--- config.mk ---
export PLATFORM = sky130hd
export DESIGN_NAME = nco_wave_gen_flat
export DESIGN_NICKNAME = d
export VERILOG_FILES = /design/src/rtl/nco_pkg.sv /design/src/rtl/nco_wave_gen_if.sv /design/src/rtl/nco_sine_rom.sv /design/src/rtl/nco_wave_gen.sv /design/src/flat_wrapper.sv
export SDC_FILE = /design/constraint.sdc
export NUM_CORES = 1
export LEC_CHECK = 0
export ABC_CLOCK_PERIOD_IN_PS = 2200
export CAP_MARGIN = 25
export CORE_ASPECT_RATIO = 1.2
export CORE_MARGIN = 5
export CORE_UTILIZATION = 55
export CTS_CLUSTER_DIAMETER = 50
export DETAILED_ROUTE_END_ITERATION = 6
export MAX_ROUTING_LAYER = met4
export PLACE_DENSITY_LB_ADDON = 0.15
export SYNTH_ARGS = -nofsm -noshare
export SYNTH_HDL_FRONTEND = slang
export SYNTH_SLANG_ARGS = --single-unit
--- constraint.sdc ---
create_clock -name clk -period 2.2 [get_ports clk]
set_input_delay 0.44 -clock clk [delete_from_list [all_inputs] [get_ports clk]]
set_output_delay 0.44 -clock clk [all_outputs]
set_load 0.005 [all_outputs]
--- src/rtl/nco_pkg.sv ---
// +----------------------------------------------------------------------------+
// | nco_pkg: shared waveform codes, phase constants and reference sine table.  |
// | Revision: 1.0                                                              |
// +----------------------------------------------------------------------------+
`default_nettype none

package nco_pkg;

   typedef enum logic [2:0] {
      SINE     = 3'd0,
      COSINE   = 3'd1,
      SQUARE   = 3'd2,
      TRIANGLE = 3'd3,
      SAWTOOTH = 3'd4
   } wave_sel_e;

   localparam int PHASE_BITS         = 5;
   localparam int SAMPLES_PER_PERIOD = 32;

   // 128 + round(127 * sin(2*pi*k/32)), offset-binary at 8 bits
   localparam logic [7:0] SINE_TABLE [0:SAMPLES_PER_PERIOD-1] = '{
      8'd128, 8'd153, 8'd177, 8'd199, 8'd218, 8'd234, 8'd245, 8'd253,
      8'd255, 8'd253, 8'd245, 8'd234, 8'd218, 8'd199, 8'd177, 8'd153,
      8'd128, 8'd103, 8'd79,  8'd57,  8'd38,  8'd22,  8'd11,  8'd3,
      8'd1,   8'd3,   8'd11,  8'd22,  8'd38,  8'd57,  8'd79,  8'd103
   };

endpackage

`default_nettype wire

--- src/rtl/nco_wave_gen_if.sv ---
// +----------------------------------------------------------------------------+
// | nco_wave_gen_if: waveform select and sample/period-start return path.      |
// | Revision: 1.0                                                              |
// +----------------------------------------------------------------------------+
`default_nettype none

interface nco_wave_gen_if #(
   parameter int SELECT_WIDTH = 3,
   parameter int WAVE_WIDTH   = 8
);
   logic [SELECT_WIDTH-1:0] signal_out;
   logic [WAVE_WIDTH-1:0]   wave_out;
   logic                    period_start;

   modport master (output signal_out, input wave_out, input period_start);
   modport slave  (input signal_out, output wave_out, output period_start);
endinterface

`default_nettype wire

--- src/rtl/nco_sine_rom.sv ---
// +----------------------------------------------------------------------------+
// | nco_sine_rom: combinational 32-entry sine lookup scaled to WAVE_WIDTH.     |
// | Revision: 1.0                                                              |
// +----------------------------------------------------------------------------+
`default_nettype none

module nco_sine_rom
   import nco_pkg::*;
#(
   parameter int WAVE_WIDTH = 8
) (
   input  wire logic [PHASE_BITS-1:0] addr,
   output logic      [WAVE_WIDTH-1:0] data
);
   localparam int SHIFT = WAVE_WIDTH - 8;

   assign data = WAVE_WIDTH'(SINE_TABLE[addr]) << SHIFT;
endmodule

`default_nettype wire

--- src/rtl/nco_wave_gen.sv ---
// +----------------------------------------------------------------------------+
// | nco_wave_gen: select-driven NCO, one registered sample per clock.          |
// | Revision: 1.0                                                              |
// +----------------------------------------------------------------------------+
`default_nettype none

module nco_wave_gen
   import nco_pkg::*;
#(
   parameter int SELECT_WIDTH = 3,
   parameter int WAVE_WIDTH   = 8
) (
   input wire logic     clk,
   input wire logic     rst,
   nco_wave_gen_if.slave bus
);
   localparam int                    SHIFT    = WAVE_WIDTH - 8;
   localparam logic [WAVE_WIDTH-1:0] MIDSCALE = {1'b1, {(WAVE_WIDTH-1){1'b0}}};

   logic [SELECT_WIDTH-1:0] sel_q, sel_d;
   logic [PHASE_BITS-1:0]   phase_q, phase_d;
   logic [WAVE_WIDTH-1:0]   wave_q, wave_d;
   logic                    period_start_q, period_start_d;

   logic [PHASE_BITS-1:0]   rom_addr;
   logic [WAVE_WIDTH-1:0]   rom_data;
   logic [3:0]              tri_idx;

   // Cosine is the sine table read a quarter period ahead
   assign rom_addr = (sel_q == SELECT_WIDTH'(COSINE)) ? phase_q + PHASE_BITS'(8) : phase_q;
   // Falling half of the triangle: 31-p equals the inverted low nibble
   assign tri_idx  = phase_q[4] ? ~phase_q[3:0] : phase_q[3:0];

   nco_sine_rom #(
      .WAVE_WIDTH (WAVE_WIDTH)
   ) u_sine_rom (
      .addr (rom_addr),
      .data (rom_data)
   );

   always_comb begin
      sel_d          = sel_q;
      phase_d        = phase_q + PHASE_BITS'(1);
      wave_d         = MIDSCALE;
      period_start_d = (phase_q == '0);

      if (bus.signal_out != sel_q) begin
         sel_d   = bus.signal_out;
         phase_d = '0;
      end

      if (sel_q < SELECT_WIDTH'(5)) begin
         case (sel_q[2:0])
            SINE, COSINE: wave_d = rom_data;
            SQUARE:       wave_d = phase_q[4] ? '0 : '1;
            TRIANGLE:     wave_d = WAVE_WIDTH'({tri_idx, 4'b0000}) << SHIFT;
            SAWTOOTH:     wave_d = WAVE_WIDTH'({phase_q, 3'b000}) << SHIFT;
            default:      wave_d = MIDSCALE;
         endcase
      end
   end

   always_ff @(posedge clk or posedge rst) begin
      if (rst) begin
         sel_q          <= '0;
         phase_q        <= '0;
         wave_q         <= MIDSCALE;
         period_start_q <= 1'b0;
      end else begin
         sel_q          <= sel_d;
         phase_q        <= phase_d;
         wave_q         <= wave_d;
         period_start_q <= period_start_d;
      end
   end

   assign bus.wave_out     = wave_q;
   assign bus.period_start = period_start_q;
endmodule

`default_nettype wire

--- src/flat_wrapper.sv ---
// flat-port wrapper written by rule: the top's interface ports become plain ports
module nco_wave_gen_flat import nco_pkg::*;
#(
   parameter int SELECT_WIDTH = 3,
   parameter int WAVE_WIDTH   = 8
)
  (clk, rst, bus_signal_out, bus_wave_out, bus_period_start);
  nco_wave_gen_if #(.SELECT_WIDTH(SELECT_WIDTH), .WAVE_WIDTH(WAVE_WIDTH)) bus_i ();
  input wire logic clk;
  input wire logic rst;
  input wire logic [$bits(bus_i.signal_out)-1:0] bus_signal_out;
  output wire logic [$bits(bus_i.wave_out)-1:0] bus_wave_out;
  output wire logic [$bits(bus_i.period_start)-1:0] bus_period_start;
  assign bus_i.signal_out = bus_signal_out;
  assign bus_wave_out = bus_i.wave_out;
  assign bus_period_start = bus_i.period_start;
  nco_wave_gen #(.SELECT_WIDTH(SELECT_WIDTH), .WAVE_WIDTH(WAVE_WIDTH)) u_core (.clk(clk), .rst(rst), .bus(bus_i));
endmodule
==> flow_metrics.env, run 1 <==
export IMPL_run_status="finished, final reports clean"
export IMPL_syn_inst=158
export IMPL_power_density_mw_per_mm2=429
export IMPL_design_core_area_mm2=0.00231
export IMPL_ff2ff_path_depth=7
export IMPL_hold_class="input pin to asynchronous set/reset pin"
export IMPL_fin_skew_ns=0.00174
export IMPL_critPathMaxFanout=11
export IMPL_fin_tns_setup_ns=0
export IMPL_dieHeight_um=63.8
export IMPL_slew_headroom=0.582
export IMPL_cts_num_sinks=17
export IMPL_grt_pass1_vias=1100
export IMPL_drv_slew=0
export IMPL_max_freq_ghz=0.499
export IMPL_ys_seq_area_frac=0.322
export IMPL_critPathMaxStageDelay_ns=0.51
export IMPL_crit_required_ns=2.43
export IMPL_vdd_ir_drop_max_mv=0.330
export IMPL_rsz0062_at_grt="false"
export IMPL_cts_resized=0
export IMPL_drt_iter0_markers=89
export IMPL_drive_above_1_share=0.116
export IMPL_hpwl_mm=2.22
export IMPL_worstSetupEndpoint="u_core.bus.wave_out[7]"
export IMPL_final_core_util=0.661
export IMPL_gp_congestion=0.928
export IMPL_slowest_stage="dfrtp_1"
export IMPL_grt_pass1_wl_mm=5.00
export IMPL_routed_via_density=5.72
export IMPL_remaining_drc_errors=0
export IMPL_num_io_pins=14
export IMPL_arrival_ns=2.23
export IMPL_p_leak_nw=0.653
export IMPL_critPathCaptureType="flop"
export IMPL_worstSetupPathType="flop to flop"
export IMPL_htree_levels=1
export IMPL_r2r_setup_slack_ns=0.20
export IMPL_n_fill_cell=187
export IMPL_critPathLaunch="u_core.phase_q[0]"
export IMPL_reg2reg_to="u_core.bus.wave_out[7]"
export IMPL_die_area_mm2=0.00350
export IMPL_setup_viol=0
export IMPL_mostFrequentLayoutCells="nand2_1 (27), dfrtp_1 (16), clkdlybuf4s50_1 (13), nor2_1 (10), a21oi_1 (10)"
export IMPL_grtUsageTotal=0.195
export IMPL_r2r_start="u_core.phase_q[0]"
export IMPL_clkTransAtPathRegs_ns=0.10
export IMPL_io_buffers=13
export IMPL_insertion_delay_ns=0.30
export IMPL_synth_seq_cells=17
export IMPL_multiInputGateArea_um2=801
export IMPL_drt_total_wl_mm=3.00
export IMPL_critPathBufInv=1
export IMPL_dieWidth_um=54.8
export IMPL_cts_buffer_depth=2
export IMPL_row_count=19
export IMPL_worst_setup_path_start_kind="flop"
export IMPL_maxCapViolCount=0
export IMPL_yosys_most_used_dff="dfrtp_1"
export IMPL_final_seq_area_um2=427
export IMPL_crit_family="compound AO/OA/AOI/OAI gates"
export IMPL_cp_depth=7
export IMPL_ant_nets=0
export IMPL_path_cells="inv_1 -> ha_1 -> nand2b_1 -> and3_1 -> o311a_1 -> a21oi_1 -> a2bb2oi_1"
export IMPL_cts_root_buf="clkbuf_4"
export IMPL_cts_tree="done"
export IMPL_nets=186
export IMPL_synth_distinct_cells=42
export IMPL_drt_pass1_iterations=4
export IMPL_cts_hold_fix_buffers=0
export IMPL_grt_max_degree=18
export IMPL_synth_nets=171
export IMPL_tightest_slew_ns=0.626
export IMPL_n_antenna_cell=0
export IMPL_ys_async_sr_fraction=1.00
export IMPL_hold_viol=0
export IMPL_synth_area_mm2=0.00133
export IMPL_overflow=0
export IMPL_final_common_cell="nand2_1"
export IMPL_syn_area_per_cell_um2=8.39
export IMPL_initial_core_util=0.575
export IMPL_vias=1161
export IMPL_cts_made_buffers=3
export IMPL_finalCritPeriodShare=0.911
export IMPL_area_growth_pct=14.9
export IMPL_postCtsSetupRepairBufs=0
export IMPL_yosys_warnings=0
export IMPL_layout_min_cycle_time_ns=2.00
export IMPL_antenna_found_initial=0
export IMPL_wl_per_cell_um=14.8
export IMPL_synth_edf_count=0
==> metal layers <==
layer / GRT usage / up-vias / share of wire
li1: - / 564 / -
met1: 0.254 / 552 / 0.44
met2: 0.306 / 41 / 0.51
met3: 0.0209 / 4 / 0.044
met4: 0.0717 / 0 / 0.0097
met5: - / - / 0
==> cell usage after synthesis, types with 5 or more instances <==
cell | n | area (um2)
xnor2_1 | 7 | 61.3
a21oi_1 | 10 | 50.1
nand3_1 | 7 | 35.0
o21ai_0 | 9 | 45.0
nor2_1 | 10 | 37.5
mux2i_1 | 6 | 60.1
dfrtp_1 | 16 | 400
inv_1 | 8 | 30.0
ha_1 | 8 | 100
nand2_1 | 27 | 101
clkbuf_1 | 5 | 18.8
==> kinds of logic after synthesis <==
kind of cell / count (synthesis) / synth area share
AO/OA/AOI/OAI: 36 / 0.178
AND/OR/NAND/NOR: 58 / 0.210
flip-flops: 17 / 0.322
multiplexers: 8 / 0.0623
adder cells (fa/ha/maj): 8 / 0.0755
XOR/XNOR: 10 / 0.0774
buffers and inverters: 21 / 0.0745
==> worst min path at each step <==
| stage | start | endpoint | slack [ns] | depth (start not counted) |
|---|---|---|---|---|
| 2_1_floorplan | rst | u_core.bus.period_start | 0.37 | 1 |
| 3_3_place_gp | u_core.phase_q[4] | u_core.bus.period_start | 0.64 | 2 |
| 3_5_place_dp | u_core.phase_q[4] | u_core.bus.period_start | 0.63 | 2 |
| 4_1_cts | rst | u_core.bus.wave_out[5] | 0.54 | 2 |
| 5_1_grt | rst | u_core.bus.wave_out[4] | 0.58 | 2 |
| 6_report | rst | u_core.bus.wave_out[5] | 0.51 | 2 |
==> worst register-to-register path: cells and delay by family (launching register included) <==
family	cells	cell delay [ns]
adder cells (fa/ha/maj)	1	0.22
flip-flops	1	0.51
AO/OA/AOI/OAI	3	0.65
AND/OR/NAND/NOR	2	0.29
buffers and inverters	1	0.26
==> cell type report <==
cell class / instances / share of cell area
multi-input combinational: 120 / 0.525
sequential: 17 / 0.280
timing repair buffer: 22 / 0.130
tap: 31 / 0.0255
inverter: 9 / 0.0222
clock buffer: 4 / 0.0172
==> power breakdown <==
part / switching [mW] / total [mW] / leakage (nW) / internal [mW]
Combinational: 0.0691 / 0.138 / 0.421 / 0.0684
Clock: 0.103 / 0.173 / 0.0150 / 0.0707
Sequential: 0.0140 / 0.343 / 0.217 / 0.329
Total: 0.186 / 0.654 / 0.653 / 0.469
==> flip-flops by register name, summed over array words and instances (netlist names) <==
| signal | flops |
|---|---|
| u_core.bus.period_start | 1 |
| u_core.bus.wave_out | 8 |
| u_core.phase_q | 5 |
| u_core.sel_q | 3 |
==> per-stage QoR <==
step                      hold slack (ns)  instances  total power, mW  area, um2  worst slack, ns
final                               0.513        203            0.654       1520            0.196
after global routing                0.577        203            0.692       1520           0.0698
after CTS                           0.545        203            0.658       1520            0.237
after detailed placement            0.629        199            0.486       1500            0.262
after global placement              0.639        199            0.485       1500            0.349
after floorplan                     0.365        158            0.433       1330            0.382
Note: power is estimated with default switching activity, not from simulation.
==> inputs of run 2 (changes only) <==
--- a/config.mk
+++ b/config.mk
@@ -9,6 +9,5 @@
 export CAP_MARGIN = 25
-export CORE_ASPECT_RATIO = 1.2
 export CORE_MARGIN = 5
 export CORE_UTILIZATION = 55
-export CTS_CLUSTER_DIAMETER = 50
+export CTS_CLUSTER_DIAMETER = 120
 export DETAILED_ROUTE_END_ITERATION = 6
--- a/constraint.sdc
+++ b/constraint.sdc
@@ -3,2 +3,2 @@
 set_output_delay 0.44 -clock clk [all_outputs]
-set_load 0.005 [all_outputs]
+set_load 0.05 [all_outputs]
==> run 2 against run 1 <==
Compared with the run above:
- total power is 7.1% higher
- core utilization is 1.3 points higher
- final cell count is 1.5% lower
==> flow_metrics.env, run 2 (synthesis results as in run 1) <==
export IMPL_run_status="finished, final reports clean"
export IMPL_n_antenna_cell=0
export IMPL_crit_family="buffers and inverters"
export IMPL_setup_viol=0
export IMPL_cts_resized=0
export IMPL_critPathMaxStageDelay_ns=0.79
export IMPL_grt_pass1_vias=1077
export IMPL_dp_slack_ns=0.422
export IMPL_drv_slew=0
export IMPL_die_area_mm2=0.00349
export IMPL_r2r_start="u_core.sel_q[0]"
export IMPL_p_leak_nw=0.654
export IMPL_drt_total_wl_mm=3.23
export IMPL_cts_num_sinks=17
export IMPL_slew_headroom=0.557
export IMPL_ff2ff_path_depth=6
export IMPL_cts_tree="done"
export IMPL_hold_viol=0
export IMPL_layout_min_cycle_time_ns=2.05
export IMPL_vdd_ir_drop_max_mv=0.342
export IMPL_htree_levels=1
export IMPL_reg2reg_to="u_core.bus.wave_out[3]"
export IMPL_remaining_drc_errors=0
export IMPL_gp_congestion=0.997
export IMPL_dieWidth_um=59.1
export IMPL_drive_above_1_share=0.116
export IMPL_dp_cells=196
export IMPL_wl_per_cell_um=16.2
export IMPL_setup_slack_ns=0.150
export IMPL_insertion_delay_ns=0.29
export IMPL_fin_cells=200
export IMPL_area_growth_pct=14.6
export IMPL_crit_required_ns=1.76
export IMPL_io_buffers=13
export IMPL_design_core_area_mm2=0.00225
export IMPL_arrival_ns=1.61
export IMPL_clkTransAtPathRegs_ns=0.11
export IMPL_fin_skew_ns=0.00811
export IMPL_r2r_setup_slack_ns=0.39
export IMPL_routed_via_density=5.93
export IMPL_path_cells="clkdlybuf4s50_1"
export IMPL_maxCapViolCount=0
export IMPL_hold_class="input pin to asynchronous set/reset pin"
export IMPL_nets=186
export IMPL_critPathBufInv=1
export IMPL_worstSetupPathType="flop to output port"
export IMPL_postCtsSetupRepairBufs=0
export IMPL_cts_root_buf="clkbuf_4"
export IMPL_grtUsageTotal=0.208
export IMPL_num_io_pins=14
export IMPL_cts_hold_fix_buffers=0
export IMPL_mostFrequentLayoutCells="nand2_1 (27), dfrtp_1 (16), clkdlybuf4s50_1 (13), nor2_1 (10), a21oi_1 (10)"
export IMPL_drt_pass1_iterations=4
export IMPL_drt_iter0_markers=43
export IMPL_critPathMaxFanout=1
export IMPL_hpwl_mm=2.40
export IMPL_antenna_found_initial=0
export IMPL_vias=1185
export IMPL_n_fill_cell=201
export IMPL_grt_max_degree=18
export IMPL_finalCritPeriodShare=0.932
export IMPL_cts_buffer_depth=2
export IMPL_power_uw=701
export IMPL_final_common_cell="nand2_1"
export IMPL_grt_pass1_wl_mm=5.34
export IMPL_max_freq_ghz=0.488
export IMPL_fin_tns_setup_ns=0
export IMPL_initial_core_util=0.588
export IMPL_power_density_mw_per_mm2=461
export IMPL_ant_nets=0
export IMPL_cts_made_buffers=3
export IMPL_tightest_slew_ns=0.664
export IMPL_row_count=17
export IMPL_rsz0062_at_grt="false"
export IMPL_slowest_stage="clkdlybuf4s50_1"
export IMPL_critPathCaptureType="output port"
export IMPL_worst_setup_path_start_kind="flop"
export IMPL_overflow=0
export IMPL_dieHeight_um=59.1
export IMPL_largest_reg_flops=8
[run 2: cell counts in the layout (fill, tap and decap cells not counted)]
No cell type changed its count.
[run 2: report_power, final]
group	switching, mW	internal (mW)	total (mW)	leakage, nW
Combinational	0.117	0.0697	0.187	0.422
Clock	0.103	0.0703	0.173	0.0150
Sequential	0.0110	0.330	0.340	0.217
[run 2: how the worst max path moves through the flow]
stage | startpoint | end | slack, ns | cells after the start
6_report | u_core.bus.wave_out[7] | bus_wave_out[7] | 0.15 | 1
5_1_grt | u_core.bus.wave_out[7] | bus_wave_out[7] | 0.10 | 1
4_1_cts | u_core.bus.wave_out[7] | bus_wave_out[7] | 0.13 | 1
3_5_place_dp | u_core.phase_q[0] | u_core.bus.wave_out[7] | 0.42 | 7
3_3_place_gp | u_core.phase_q[4] | u_core.bus.wave_out[7] | 0.45 | 5
2_1_floorplan | u_core.phase_q[0] | u_core.bus.wave_out[7] | 0.38 | 8
[run 2: stage by stage]
stage / instance area, um2 / util / hold WS [ns]
3_5_place_dp: 1490 / 0.663 / 0.610
5_1_grt: 1520 / 0.674 / 0.600
3_3_place_gp: 1490 / 0.663 / 0.611
6_report: 1520 / 0.674 / 0.531
4_1_cts: 1520 / 0.674 / 0.553
2_1_floorplan: 1330 / - / 0.365
[run 2: area by class of cell]
cell class	instances	area, um2	area share
Sequential cell	17	427	0.281
Timing Repair Buffer	22	198	0.130
Multi-Input combinational cell	120	801	0.527
Inverter	9	33.8	0.0222
Tap cell	28	35.0	0.0230
Clock buffer	4	26.3	0.0173
[run 2: per-layer routing]
layer  track usage  up-vias  routed length [um]
met5             -        -                   0
met4        0.0518        0                  44
met3        0.0261        6                 232
met2         0.301       50                1470
met1         0.304      560                1480
li1              -      569                   -
==> inputs of run 3 (changes only) <==
CELL_PAD_IN_SITES_DETAIL_PLACEMENT = 0   (was not set)
CELL_PAD_IN_SITES_GLOBAL_PLACEMENT = 1   (was not set)
CORE_ASPECT_RATIO = 2   (was not set)
CORE_UTILIZATION = 42   (was 55)
CTS_CLUSTER_SIZE = 14   (was not set)
==> run 3 against run 2 <==
Compared with the run above:
- worst setup slack gained 0.038 ns
- worst hold slack gained 0.049 ns
- register-to-register slack lost 0.10 ns
- fmax grew 1.9%
- non-clock buffer count grew 2
- routed wire length grew 13%
- clock skew shrank 0.0015 ns
- via count grew 1.7%
- count of clock-buffer cells in the layout is the same
- core utilization shrank 18 points
- sequential power grew 2%
- first-iteration DRC count shrank 44%
- critical path type unchanged
==> flow_metrics.env, run 3 (synthesis results as in run 1) <==
export IMPL_crit_required_ns=1.76
export IMPL_final_core_util=0.499
export IMPL_num_io_pins=14
export IMPL_hold_class="input pin to asynchronous set/reset pin"
export IMPL_drv_slew=0
export IMPL_finalCritPeriodShare=0.914
export IMPL_row_count=29
export IMPL_worstSetupPathType="flop to output port"
export IMPL_postCtsSetupRepairBufs=0
export IMPL_grt_max_degree=18
export IMPL_initial_core_util=0.425
export IMPL_io_buffers=13
export IMPL_drt_pass1_iterations=4
export IMPL_routed_via_density=5.88
export IMPL_n_antenna_cell=0
export IMPL_drt_iter0_markers=24
export IMPL_dieHeight_um=89.5
export IMPL_run_status="finished, final reports clean"
export IMPL_insertion_delay_ns=0.26
export IMPL_fin_skew_ns=0.00665
export IMPL_setup_slack_ns=0.188
export IMPL_hpwl_mm=2.82
export IMPL_arrival_ns=1.57
export IMPL_cts_made_buffers=3
export IMPL_gp_congestion=0.892
export IMPL_tightest_slew_ns=0.695
export IMPL_largest_reg_flops=8
export IMPL_cts_resized=0
export IMPL_overflow=0
export IMPL_dp_cells=201
export IMPL_nets=188
export IMPL_area_growth_pct=17.5
export IMPL_final_area_mm2=0.00156
export IMPL_worst_setup_path_start_kind="flop"
export IMPL_power_uw=783
export IMPL_cts_tree="done"
export IMPL_grtUsageTotal=0.184
export IMPL_htree_levels=1
export IMPL_n_fill_cell=311
export IMPL_path_cells="clkdlybuf4s50_1"
export IMPL_final_common_cell="nand2_1"
export IMPL_hold_viol=0
export IMPL_wl_per_cell_um=17.7
export IMPL_dieWidth_um=49.7
export IMPL_antenna_found_initial=0
export IMPL_die_area_mm2=0.00445
export IMPL_mostFrequentLayoutCells="nand2_1 (27), dfrtp_1 (16), clkdlybuf4s50_1 (13), buf_4 (11)"
export IMPL_p_leak_nw=0.669
export IMPL_vdd_ir_drop_max_mv=0.337
export IMPL_crit_family="buffers and inverters"
export IMPL_slowest_stage="clkdlybuf4s50_1"
export IMPL_rsz0062_at_grt="false"
export IMPL_remaining_drc_errors=0
export IMPL_grt_pass1_wl_mm=5.89
export IMPL_design_core_area_mm2=0.00312
export IMPL_r2r_start="u_core.phase_q[0]"
export IMPL_fin_tns_setup_ns=0
export IMPL_critPathMaxFanout=1
export IMPL_critPathCaptureType="output port"
export IMPL_max_freq_ghz=0.497
export IMPL_cts_hold_fix_buffers=0
export IMPL_cts_buffer_depth=2
export IMPL_cts_num_sinks=17
export IMPL_critPathMaxStageDelay_ns=0.79
export IMPL_power_density_mw_per_mm2=503
export IMPL_dp_slack_ns=0.316
export IMPL_drive_above_1_share=0.126
export IMPL_placement_cell_area_mm2=0.00151
export IMPL_maxCapViolCount=0
export IMPL_vias=1205
export IMPL_drt_total_wl_mm=3.64
export IMPL_layout_min_cycle_time_ns=2.01
export IMPL_critPathBufInv=1
export IMPL_slew_headroom=0.536
export IMPL_worst_hold_slack_ns=0.579
export IMPL_grt_pass1_vias=1226
export IMPL_setup_viol=0
export IMPL_critPathLaunch="u_core.bus.wave_out[7]"
export IMPL_clkTransAtPathRegs_ns=0.08
export IMPL_ant_nets=0
export IMPL_fin_cells=205
export IMPL_cts_root_buf="clkbuf_8"
run 3: cell count changes in the layout (fill, tap and decap cells not counted), sizes merged:
cell,change
buf,+2
run 3: path summary, 6_finish.rpt:
kind	to	slack [ns]	cells past startpoint
worst min-delay path	u_core.bus.wave_out[2]	0.58	2
worst max register to register	u_core.bus.wave_out[7]	0.29	7
min in group clk	u_core.sel_q[0]	0.66	1
worst min register to register	u_core.bus.wave_out[7]	0.73	1
worst max-delay path	bus_wave_out[7]	0.19	1
max in group asynchronous	u_core.bus.wave_out[3]	1.18	2
run 3: final cells by class:
type,count,area (um2),share of cell area
sequential,17,427,0.274
tap,31,38.8,0.0249
multi-input combinational,120,801,0.514
inverter,9,33.8,0.0217
clock buffer,4,45.0,0.0289
timing repair buffer,24,213,0.137
run 3: power breakdown:
group / switching (mW) / internal [mW]
sequential: 0.0172 / 0.329
clock: 0.123 / 0.129
combinational: 0.113 / 0.0712
run 3: routing by layer:
| layer | wire length [um] | track usage |
|---|---|---|
| met5 | 0 | - |
| met4 | 178 | 0.122 |
| met1 | 1300 | 0.168 |
| met3 | 130 | 0.0250 |
| met2 | 2030 | 0.342 |
==> edit (settings of run 3) <==
`SELECT_WIDTH` is set to 3 in 3 places; all go to 5.
--- a/src/rtl/nco_wave_gen_if.sv
+++ b/src/rtl/nco_wave_gen_if.sv
@@ -5,7 +5,7 @@
 `default_nettype none
 
 interface nco_wave_gen_if #(
-   parameter int SELECT_WIDTH = 3,
+   parameter int SELECT_WIDTH = 5,
    parameter int WAVE_WIDTH   = 8
 );
    logic [SELECT_WIDTH-1:0] signal_out;
--- a/src/rtl/nco_wave_gen.sv
+++ b/src/rtl/nco_wave_gen.sv
@@ -7,7 +7,7 @@
 module nco_wave_gen
    import nco_pkg::*;
 #(
-   parameter int SELECT_WIDTH = 3,
+   parameter int SELECT_WIDTH = 5,
    parameter int WAVE_WIDTH   = 8
 ) (
    input wire logic     clk,
--- a/src/flat_wrapper.sv
+++ b/src/flat_wrapper.sv
@@ -1,7 +1,7 @@
 // flat-port wrapper written by rule: the top's interface ports become plain ports
 module nco_wave_gen_flat import nco_pkg::*;
 #(
-   parameter int SELECT_WIDTH = 3,
+   parameter int SELECT_WIDTH = 5,
    parameter int WAVE_WIDTH   = 8
 )
   (clk, rst, bus_signal_out, bus_wave_out, bus_period_start);
Interface: changed (resized bus_signal_out); port bits go from 14 to 16. No check against the original RTL was run, so the function may have changed too.
==> edit against run 3 <==
Combinational power decreased by 31%; final area increased by 27%; die area rose by 21%; setup slack lost 0.0052 ns; wire length increased by 49%; highest routed layer unchanged; first-iteration DRC count rose to 2.9 times the old value; critical path depth unchanged; critical endpoint unchanged; core utilization increased by 1.6 points; sequential cell count rose by 2; synthesized area grew 25%; final cell count rose by 39%; synthesized cell count rose by 37%; fmax down 0.26%; power fell by 3.2%.
==> edit: results (changes against run 3) <==
| Metric | Value |
|---|---|
| Global-route wire length before repair | 8730 um (+48%) |
| CP max FO | 1 (unchanged) |
| Adder-Cell Fraction of Synth Area | 0.0529 (-0.0226) |
| Dpl hpwl | 4200 um (+49%) |
| PortBufs | 15 (+2) |
| Synthesized area per cell | 7.67 um2 (-8.6%) |
| # Post-CTS Setup Buffers | 0 (unchanged) |
| Top cells by area, synth | dfrtp_1 (27%), a21oi_1 (5.7%), ha_1 (5.3%), nor2_1 (4.5%), o21ai_0 (4.5%) |
| Fraction of synthesized area in multiplexers | 0.0431 (-0.0192) |
| Layout cells sized above 1 | 0.120 (-0.00678) |
| CTS clock-pin slew for the worst setup and hold paths | 0.08 ns (about the same) |
| Placed cell count | 281 (+40%) |
| Syn nets | 230 (+35%) |
| Final ANT Viol Nets | 0 (unchanged) |
| Total track usage | 0.229 (+0.0455) |
| Ys Warns | 0 (unchanged) |
| Root buffer cell | clkbuf_8 |
| Cell family with most CP delay | buffers and inverters |
| XOR/XNOR share of the synthesized area | 0.0634 (-0.0139) |
| Complex-gate fraction of the synthesized area | 0.243 (+0.0649) |
| Drt initial violations | 69 (+190%) |
| Post-synth top flop | dfrtp_1 |
| Detailed Routing Iterations Pass 1 | 4 (unchanged) |
| Final #Nets | 249 (+32%) |
| VDD IR max | 0.368 mV (+9.2%) |
| Vias after detailed routing | 1722 (+43%) |
| GP Congestion | 0.968 (+8.5%) |
| Post-synth ARST share | 1.00 (unchanged) |
| DR WL/cell | 19.0 um (+7.3%) |
| H-tree depth | 1 (unchanged) |
| Vias in the first global route | 1772 (+45%) |
| Clock Skew | 0.00567 ns (-0.000977 ns) |
| CP max stage delay | 0.79 ns (about the same) |
| Worst path slowest cell | clkdlybuf4s50_1 |
| Largest net degree at the start of global routing | 20 (+2) |
| Initial antenna violation count | 0 (unchanged) |
| Relative max-transition margin | 0.642 (+0.106) |
| Post-cts sizing count | 0 (unchanged) |
| Critical path arrival | 1.58 ns |
| Distinct cells, synth | 49 (+17%) |
| Leak | 0.830 nW (+24%) |
| Register area share after synthesis | 0.288 (-0.0339) |
| Max FFs per register | 8 (unchanged) |
| Final instance count without filler cells | 285 (+39%) |
| Fillcell total | 409 (+32%) |
| Synth top cells by count | nor2_1 (20), a21oi_1 (19), dfrtp_1 (18) |
| Status | finished, final reports clean |
[edit: final timing paths]
kind                                                        from                          endpoint  slack (ns)  cells after the start
worst max-delay path            u_core.bus.wave_out[7]$_DFF_PP1_                   bus_wave_out[7]        0.18                      1
worst min-delay path                                         rst       u_core.phase_q[4]$_DFF_PP0_        0.50                      3
worst max register to register       u_core.phase_q[1]$_DFF_PP0_  u_core.bus.wave_out[3]$_DFF_PP0_        0.19                      7
worst min register to register       u_core.phase_q[0]$_DFF_PP0_       u_core.phase_q[0]$_DFF_PP0_        0.67                      2
max in group asynchronous                                    rst  u_core.bus.wave_out[7]$_DFF_PP1_        1.43                      3
min in group clk                               bus_signal_out[3]       u_core.sel_q[3]$_DFFE_PP0N_        0.66                      1
[edit: metrics by stage]
step | hold WS [ns] | worst slack [ns] | area, um2
finish | 0.500 | 0.183 | 1980
global route | 0.559 | 0.0315 | 1980
detailed placement | 0.662 | 0.218 | 1930
CTS | 0.524 | 0.165 | 1980
global placement | 0.658 | 0.230 | 1930
floorplan | 0.390 | 0.0278 | 1660
[edit: routing by layer]
| layer | GRT usage | wire length (um) |
|---|---|---|
| met5 | - | 0 |
| met4 | 0.159 | 291 |
| met3 | 0.0182 | 267 |
| met2 | 0.367 | 2880 |
| met1 | 0.255 | 1990 |
[edit: final cells by class]
cell class / count / area (um2) / share of cell area
Tap cell: 51 / 63.8 / 0.0322
Sequential cell: 19 / 477 / 0.241
Clock buffer: 4 / 45.0 / 0.0228
Timing Repair Buffer: 34 / 293 / 0.148
Multi-Input combinational cell: 166 / 1060 / 0.535
Inverter: 11 / 41.3 / 0.0209
[edit: report_power, final]
group          total (mW)  switching [mW]  internal [mW]
logic               0.127          0.0777         0.0491
clock network       0.263           0.133          0.129
registers           0.368         0.00958          0.359
